[config.mk]
export PLATFORM = sky130hd
export DESIGN_NAME = stopwatch_ctrl
export DESIGN_NICKNAME = d
export VERILOG_FILES = /design/src/rtl/stopwatch_pkg.sv /design/src/rtl/tick_prescaler.sv /design/src/rtl/stopwatch_ctrl.sv
export SDC_FILE = /design/constraint.sdc
export NUM_CORES = 1
export LEC_CHECK = 0
export ABC_AREA = 1
export BUFFER_PORTS_ARGS = -buffer_cell sky130_fd_sc_hd__buf_2
export CAP_MARGIN = 20
export CORE_ASPECT_RATIO = 1.75
export CORE_MARGIN = 4
export CORE_UTILIZATION = 60
export DETAILED_ROUTE_END_ITERATION = 7
export MAX_ROUTING_LAYER = met4
export PLACE_DENSITY = 0.91
export SLEW_MARGIN = 10
export SYNTH_ARGS = -nofsm -noshare
export SYNTH_HDL_FRONTEND = slang
export SYNTH_HIERARCHICAL = 1
export SYNTH_SLANG_ARGS = --single-unit
[constraint.sdc]
create_clock -name clk -period 2.2 [get_ports clk]
set_clock_uncertainty 0.05 [all_clocks]
set_input_delay 0.11 -clock clk [delete_from_list [all_inputs] [get_ports clk]]
set_output_delay 0.11 -clock clk [all_outputs]
set_load 0.01 [all_outputs]
[src/rtl/stopwatch_pkg.sv]
// stopwatch_pkg: shared FSM states, BCD limits, default prescaler modulus and
// the MM:SS time record with its BCD increment.
package stopwatch_pkg;
   typedef enum logic [1:0] {IDLE = 2'd0, RUN = 2'd1, PAUSE = 2'd2} state_t;
   typedef struct packed {
      logic [3:0] m1;
      logic [3:0] m0;
      logic [3:0] s1;
      logic [3:0] s0;
   } time_t;
   localparam logic [3:0] LO_MAX = 4'd9;
   localparam logic [3:0] HI_MAX = 4'd5;
   localparam int DIV_DEFAULT = 50000000;
   localparam time_t T_MAX = '{m1: HI_MAX, m0: LO_MAX, s1: HI_MAX, s0: LO_MAX};

   function automatic time_t bcd_next(input time_t t);
      logic c0, c1, c2;
      c0 = t.s0 == LO_MAX;
      c1 = c0 && t.s1 == HI_MAX;
      c2 = c1 && t.m0 == LO_MAX;
      bcd_next.s0 = c0 ? '0 : t.s0 + 4'd1;
      bcd_next.s1 = c1 ? '0 : c0 ? t.s1 + 4'd1 : t.s1;
      bcd_next.m0 = c2 ? '0 : c1 ? t.m0 + 4'd1 : t.m0;
      bcd_next.m1 = (c2 && t.m1 == HI_MAX) ? '0 : c2 ? t.m1 + 4'd1 : t.m1;
   endfunction
endpackage

[src/rtl/tick_prescaler.sv]
// tick_prescaler: gated modulo-DIV cycle counter; term flags the last count
// of each second.
module tick_prescaler
   import stopwatch_pkg::*;
#(
   parameter int DIV = DIV_DEFAULT
) (
   input  logic clk,
   input  logic clr_n,
   input  logic en,
   input  logic zero,
   output logic term
);
   localparam logic [26:0] LAST = 27'(DIV - 1);
   logic [26:0] pcnt;
   assign term = pcnt == LAST;
   always_ff @(posedge clk or negedge clr_n)
      if (!clr_n) pcnt <= '0;
      else pcnt <= zero ? '0 : !en ? pcnt : term ? '0 : pcnt + 27'd1;
endmodule

[src/rtl/stopwatch_ctrl.sv]
// stopwatch_ctrl: run/pause/clear FSM over a gated prescaler and MM:SS BCD counter.
// Define STOPWATCH_LAP_EN to add the lap display freeze.
module stopwatch_ctrl
   import stopwatch_pkg::*;
#(
   parameter int DIV = DIV_DEFAULT
) (
   input  logic       clk,
   input  logic       clr_n,
   input  logic       start_stop,
   input  logic       clear,
   input  logic       lap,
   output logic [3:0] disp_sec_lo,
   output logic [3:0] disp_sec_hi,
   output logic [3:0] disp_min_lo,
   output logic [3:0] disp_min_hi,
   output logic       running,
   output logic       tick,
   output logic       wrap,
   output logic       lap_hold
);
   state_t state, state_n;
   time_t  live, live_n, disp;
   logic   term, inc;

   tick_prescaler #(.DIV(DIV)) u_pre (
      .clk  (clk),
      .clr_n(clr_n),
      .en   (state == RUN),
      .zero (state == IDLE || clear),
      .term (term)
   );

   always_comb begin
      inc     = state == RUN && term && !clear;
      state_n = clear ? IDLE : start_stop ? (state == RUN ? PAUSE : RUN) : state;
      live_n  = clear ? '0 : inc ? bcd_next(live) : live;
   end

   always_ff @(posedge clk or negedge clr_n)
      if (!clr_n) begin
         state   <= IDLE;
         live    <= '0;
         running <= 1'b0;
         tick    <= 1'b0;
         wrap    <= 1'b0;
      end else begin
         state   <= state_n;
         live    <= live_n;
         running <= state_n == RUN;
         tick    <= inc;
         wrap    <= inc && live == T_MAX;
      end

`ifdef STOPWATCH_LAP_EN
   // disp doubles as the hold register: it equals live whenever not frozen
   logic  hold_n;
   time_t disp_n;
   always_comb begin
      hold_n = clear ? 1'b0 : (lap && state == RUN) ? !lap_hold : lap_hold;
      disp_n = hold_n ? disp : live_n;
   end
   always_ff @(posedge clk or negedge clr_n)
      if (!clr_n) begin
         lap_hold <= 1'b0;
         disp     <= '0;
      end else begin
         lap_hold <= hold_n;
         disp     <= disp_n;
      end
`else
   assign disp = live;
   // self-gated from a zero reset, so lap_hold stays 0 and lap has no effect
   always_ff @(posedge clk or negedge clr_n)
      if (!clr_n) lap_hold <= 1'b0;
      else lap_hold <= lap_hold & lap;
`endif

   assign disp_sec_lo = disp.s0;
   assign disp_sec_hi = disp.s1;
   assign disp_min_lo = disp.m0;
   assign disp_min_hi = disp.m1;
endmodule
# After elaboration in Yosys (flattened, before gate mapping)
# Index checks and enable logic that the tools add are counted.
[classes] n_addsub=5 n_eq_ne=8 n_mux=15 n_bitwise=1 n_reduce_logical=17
[ops] cell="$mux W27" count=3
[ops] cell="$mux W16" count=2
[ops] cell="$mux W4" count=7
[ops] cell="$add A27 B1 Y27 const B" count=1
[ops] cell="$eq A27 B26 Y1 const B" count=1
[ops] cell="$add A4 B1 Y4 const B" count=4
[ops] cell="$eq A16 B15 Y1 const B" count=1
[ops] cell="$reduce_bool A3 Y1" count=3
[ops] cell="$eq A4 B3 Y1 const B" count=2
[ops] cell="$eq A4 B4 Y1 const B" count=2
[ops] cell="$logic_and A1 B1 Y1" count=6
[ops] cell="$mux W2" count=3
[ops] cell="$reduce_and A2 Y1" count=3
[ops] cell="$eq A2 B1 Y1 const B" count=2
[ops] cell="$reduce_bool A2 Y1" count=2
[ops] cell="$logic_not A2 Y1" count=1
[ops] cell="$and A1 B1 Y1" count=1
[ops] cell="$logic_not A1 Y1" count=1
[ops] cell="$logic_or A1 B1 Y1" count=1
[totals] reg_bits=49 in_bits=5 out_inout_bits=20 wordCells=56

# Longest topological paths before layout
[depth] depth_word=7 mapped_depth=14 depth_no_buf=14

# Hierarchy
# The synthesis kept the hierarchy.
[by_module_without_submodules] mod="tick_prescaler" n_inst=1 cells_per_inst=267 area_each_um2=1825.5 seq_area_each_um2=675.6
[by_module_without_submodules] mod="stopwatch_ctrl" n_inst=1 cells_per_inst=132 area_each_um2=1216.2 seq_area_each_um2=550.5

# Worst setup path after synthesis
# No wires, ideal clock.
[synth_timing] kind="flip-flop to flip-flop" start="register u_pre.pcnt[0]" end="register live, in the netlist disp_sec_hi[3]" setup_ps=114 arrival_ps=1581 required_ps=2036 path_slack_ps=455 path_stages_with_launch=15 n_path_buf=0 period_less_slack_ps=1745 path_cell_list="dfrtp_1 > ha_1 > nand2_2 > nor2_8 > nand2_2 > nor2_2 > nand2_2 > inv_1 > nand3_2 > nand2_4 > nand2_4 > nor2_1 > nand2_1 > nand2_1 > nor2_1"
[synth_via] elab_chain_len=5
[synth_lines] item="from (decl)" line_no="tick_prescaler.sv:15" text="logic [26:0] pcnt;"
[synth_lines] item="from (signal assigned)" line_no="tick_prescaler.sv:19" text="else pcnt <= zero ? '0 : !en ? pcnt : term ? '0 : pcnt + 27'd1;"
[synth_lines] item="$eq A27 B26 Y1" line_no="tick_prescaler.sv:16" text="assign term = pcnt == LAST;"
[synth_lines] item="net term" line_no="stopwatch_ctrl.sv:24" text="logic term, inc;"
[synth_lines] item="$logic_and A1 B1 Y1 (2 in series)" line_no="stopwatch_ctrl.sv:35" text="inc = state == RUN && term && !clear;"
[synth_lines] item="$reduce_bool A2 Y1 (no line)"
[synth_lines] item="$reduce_and A2 Y1 (no line)"
[synth_lines] item="to (signal assigned)" line_no="stopwatch_ctrl.sv:49" text="live <= live_n;"
[synth_lines] item="to (decl)" line_no="stopwatch_ctrl.sv:23" text="time_t live, live_n, disp;"
# The timed path passes the listed nets, and every way through them passes these cells.
# A chain may end at the register's enable or synchronous reset.

# Worst setup path in the final report
[layout_timing] start="register u_pre.pcnt[0]" end="register live, in the netlist disp_sec_hi[0]"
# The elaborated chain is that of the path after synthesis.

==> results.sh <==
export IMPL_yosys_area_top_type="dfrtp_1"
export IMPL_io_pins=25
export IMPL_seq_area_frac_synth_pct=40.3
export IMPL_relSlewSlack_pct=68.9
export IMPL_die_x_um=61.8
export IMPL_rows=34
export IMPL_period_needed_ps=1980
export IMPL_drt_wirelength_per_cell_um=15.4
export IMPL_rsz0062_at_grt="no"
export IMPL_tritoncts="yes"
export IMPL_fin_tns_setup_ps=0
export IMPL_critPathBufInv=2
export IMPL_cts_buffers_inserted=5
export IMPL_fin_hold_ws_ps=107
export IMPL_irDropWorstVdd_uv=444
export IMPL_die_h_um=102
export IMPL_postCtsSetupRepairBufs=0
export IMPL_async_reset_ff_share_pct=100
export IMPL_regToRegStartpoint="u_pre/pcnt[0]"
export IMPL_synth_edf_count=0
export IMPL_min_period_over_period_pct=90.1
export IMPL_crit_top_cell="nand2_2"
export IMPL_antenna_found_initial=0
export IMPL_grt_pass1_vias=2851
export IMPL_via_count=2803
export IMPL_worstSetupPathType="register to register"
export IMPL_remaining_drc_errors=0
export IMPL_required_ps=2380
export IMPL_synthCells=399
export IMPL_grt_pass1_wl_um=13100
export IMPL_final_net_count=451
export IMPL_slowest_stage="dfrtp_1"
export IMPL_synth_most_common_cell="nand2_1"
export IMPL_synth_seq_cells=49
export IMPL_endpoint="disp_sec_hi[0]"
export IMPL_leakage_uw=0.00161
export IMPL_wl_met1_um=2730
export IMPL_critPathCaptureType="register"
export IMPL_arrival_ps=2160
export IMPL_finalNonFillerCells=492
export IMPL_wl_met3_um=289
export IMPL_cp_startpoint="u_pre/pcnt[0]"
export IMPL_drt_total_wl_um=7570
export IMPL_setup_viol=0
export IMPL_drv_cap=0
export IMPL_grt_usage_pct=28.5
export IMPL_dieArea_um2=6320
export IMPL_path_max_fanout=9
export IMPL_max_stage_delay_ps=390
export IMPL_core_area_um2=4930
export IMPL_route_met2_wl_um=4130
export IMPL_top_layer_used="met4"
export IMPL_syn_cell_area_um2=3040
export IMPL_cp_depth=13
export IMPL_reg2reg_slack_ps=220
export IMPL_cts_buffer_depth=2
export IMPL_total_power_uw=1960
export IMPL_yosysWarnings=6
export IMPL_start_kind="register"
export IMPL_ys_types=35
export IMPL_synth_top_area_share_pct=40.3
export IMPL_syn2layout_area_growth_pct=12.3
export IMPL_yosys_top_cells_count="92 x nand2_1, 57 x nor2_1, 49 x dfrtp_1, 47 x inv_1, 29 x nand3_1"
export IMPL_status="completed"
export IMPL_fmax_mhz=505
export IMPL_hold_violations=0
export IMPL_path_cells="ha_1 > nand2_2 > nor2_8 > nand2_2 > nor2_2 > nand2_2 > inv_1 > nand3_2 > nand2_4 > nand2_4 > inv_2 > nand2_1 > mux2i_1"
export IMPL_ys_flop_type="dfrtp_1"
export IMPL_r2r_end="disp_sec_hi[0]"
export IMPL_clk_pin_slew_ps=90
export IMPL_io_buffers=24
export IMPL_insertion_delay_ps=310
export IMPL_dp_hpwl_um=5700
export IMPL_syn_nets=413
export IMPL_min_delay_path_class="input port to register"
export IMPL_place_congestion=0.983
export IMPL_htree_levels=2
export IMPL_reg2reg_depth=13
export IMPL_antenna_cells=0
export IMPL_dr_pass1_iters=4
export IMPL_crit_family="simple AND/OR/NAND/NOR gates"
export IMPL_maxSlewViolCount=0
export IMPL_postSynthAreaPerCell_um2=7.62
export IMPL_grt_max_degree=33
export IMPL_root_buffer="clkbuf_8"
export IMPL_cellPowerDensity_nw_per_um2=575
export IMPL_initial_core_util_pct=61.6
export IMPL_synth_area_top_cells="dfrtp_1 40%, nand2_1 11%, nor2_1 7.0%, inv_1 5.8%, nand3_1 4.8%"
export IMPL_via_per_inst=5.70
export IMPL_worstMarginPinSlew_ps=462
export IMPL_overflow=0
export IMPL_antenna_violating_nets_post_route=0
export IMPL_dp_cells=481
export IMPL_cts_sinks=49
export IMPL_drive_gt1_share_pct=20.3
export IMPL_drtIter0Drc=305
[placed cells by master (no fill, tap or decap), types with 3 or more instances in the layout]
master          n
o21ai_1         9
o21ai_2         5
dfrtp_1        49
nand3_1        29
o22ai_1         3
nand2_4         6
ha_1            9
nor3_1          5
o21ai_0         8
clkbuf_8        5
nor2_1         57
buf_2          24
inv_2           5
inv_1          47
buf_4           8
nor2_2         14
nand4_1        16
xor2_1         10
a21oi_1         5
nand2_1        92
dlygate4sd3_1   3
nand3_2         5
nand2_2         6
[stage by stage]
| step | setup slack, ps | area [um2] | util (%) |
|---|---|---|---|
| floorplan | 455 | 3040 | - |
| global placement | 369 | 3250 | 65.9 |
| detailed placement | 248 | 3250 | 65.9 |
| CTS | 223 | 3420 | 69.2 |
| global route | 55.2 | 3420 | 69.2 |
| finish | 218 | 3420 | 69.2 |
[cells by family after synthesis]
| logic type | count (synthesis) | synth area share [%] |
|---|---|---|
| xor gates and xnor gates | 10 | 2.88 |
| adders and majority gates | 9 | 3.70 |
| and+or+nand+nor | 237 | 37.8 |
| buffers and inverters | 59 | 8.35 |
| muxes | 1 | 0.329 |
| AOI/OAI and AO/OA | 34 | 6.66 |
| DFF | 49 | 40.3 |
[per-layer routing]
| metal | track usage [%] | vias up |
|---|---|---|
| met5 | - | - |
| met4 | 17.3 | 0 |
| met3 | 4.80 | 32 |
| met2 | 48.7 | 93 |
| met1 | 29.0 | 1334 |
| li1 | - | 1344 |
[worst min-delay path by stage]
stage / startpoint / endpoint / cells past startpoint / slack [ps]
finish: clear / state[1] / 2 / 110
detailed placement: clr_n / u_pre/pcnt[25] / 1 / 20
global placement: clr_n / u_pre/pcnt[25] / 1 / 20
global route: clear / state[1] / 2 / 120
CTS: clear / state[1] / 2 / 90
floorplan: clr_n / disp_min_hi[0] / 0 / -240
[flip-flops by register name (all words and copies together) (netlist names)]
register / count
lap_hold: 1
tick: 1
u_pre/pcnt: 27
disp_sec_lo: 4
wrap: 1
disp_sec_hi: 4
disp_min_lo: 4
running: 1
state: 2
disp_min_hi: 4
[layout make-up]
type / instances / area [um2]
well taps: 54 / 67.6
flip-flops and latches: 49 / 1230
inverters: 55 / 218
clock inverters: 3 / 65.1
multi-input cells: 291 / 1560
clock buffers: 5 / 68.8
repair buffers: 35 / 210
fillers: 400 / 1520
[power breakdown]
group | internal, uW | switching (uW)
Sequential | 931 | 38.4
Clock | 452 | 307
Combinational | 80.9 | 156
[timing repair]
item / in CTS / in global routing
hold buffers: 3 / 0
endpoints found under the hold margin: 19 / 0
resized for setup: 0 / 0
(Power assumes the default switching activity.)
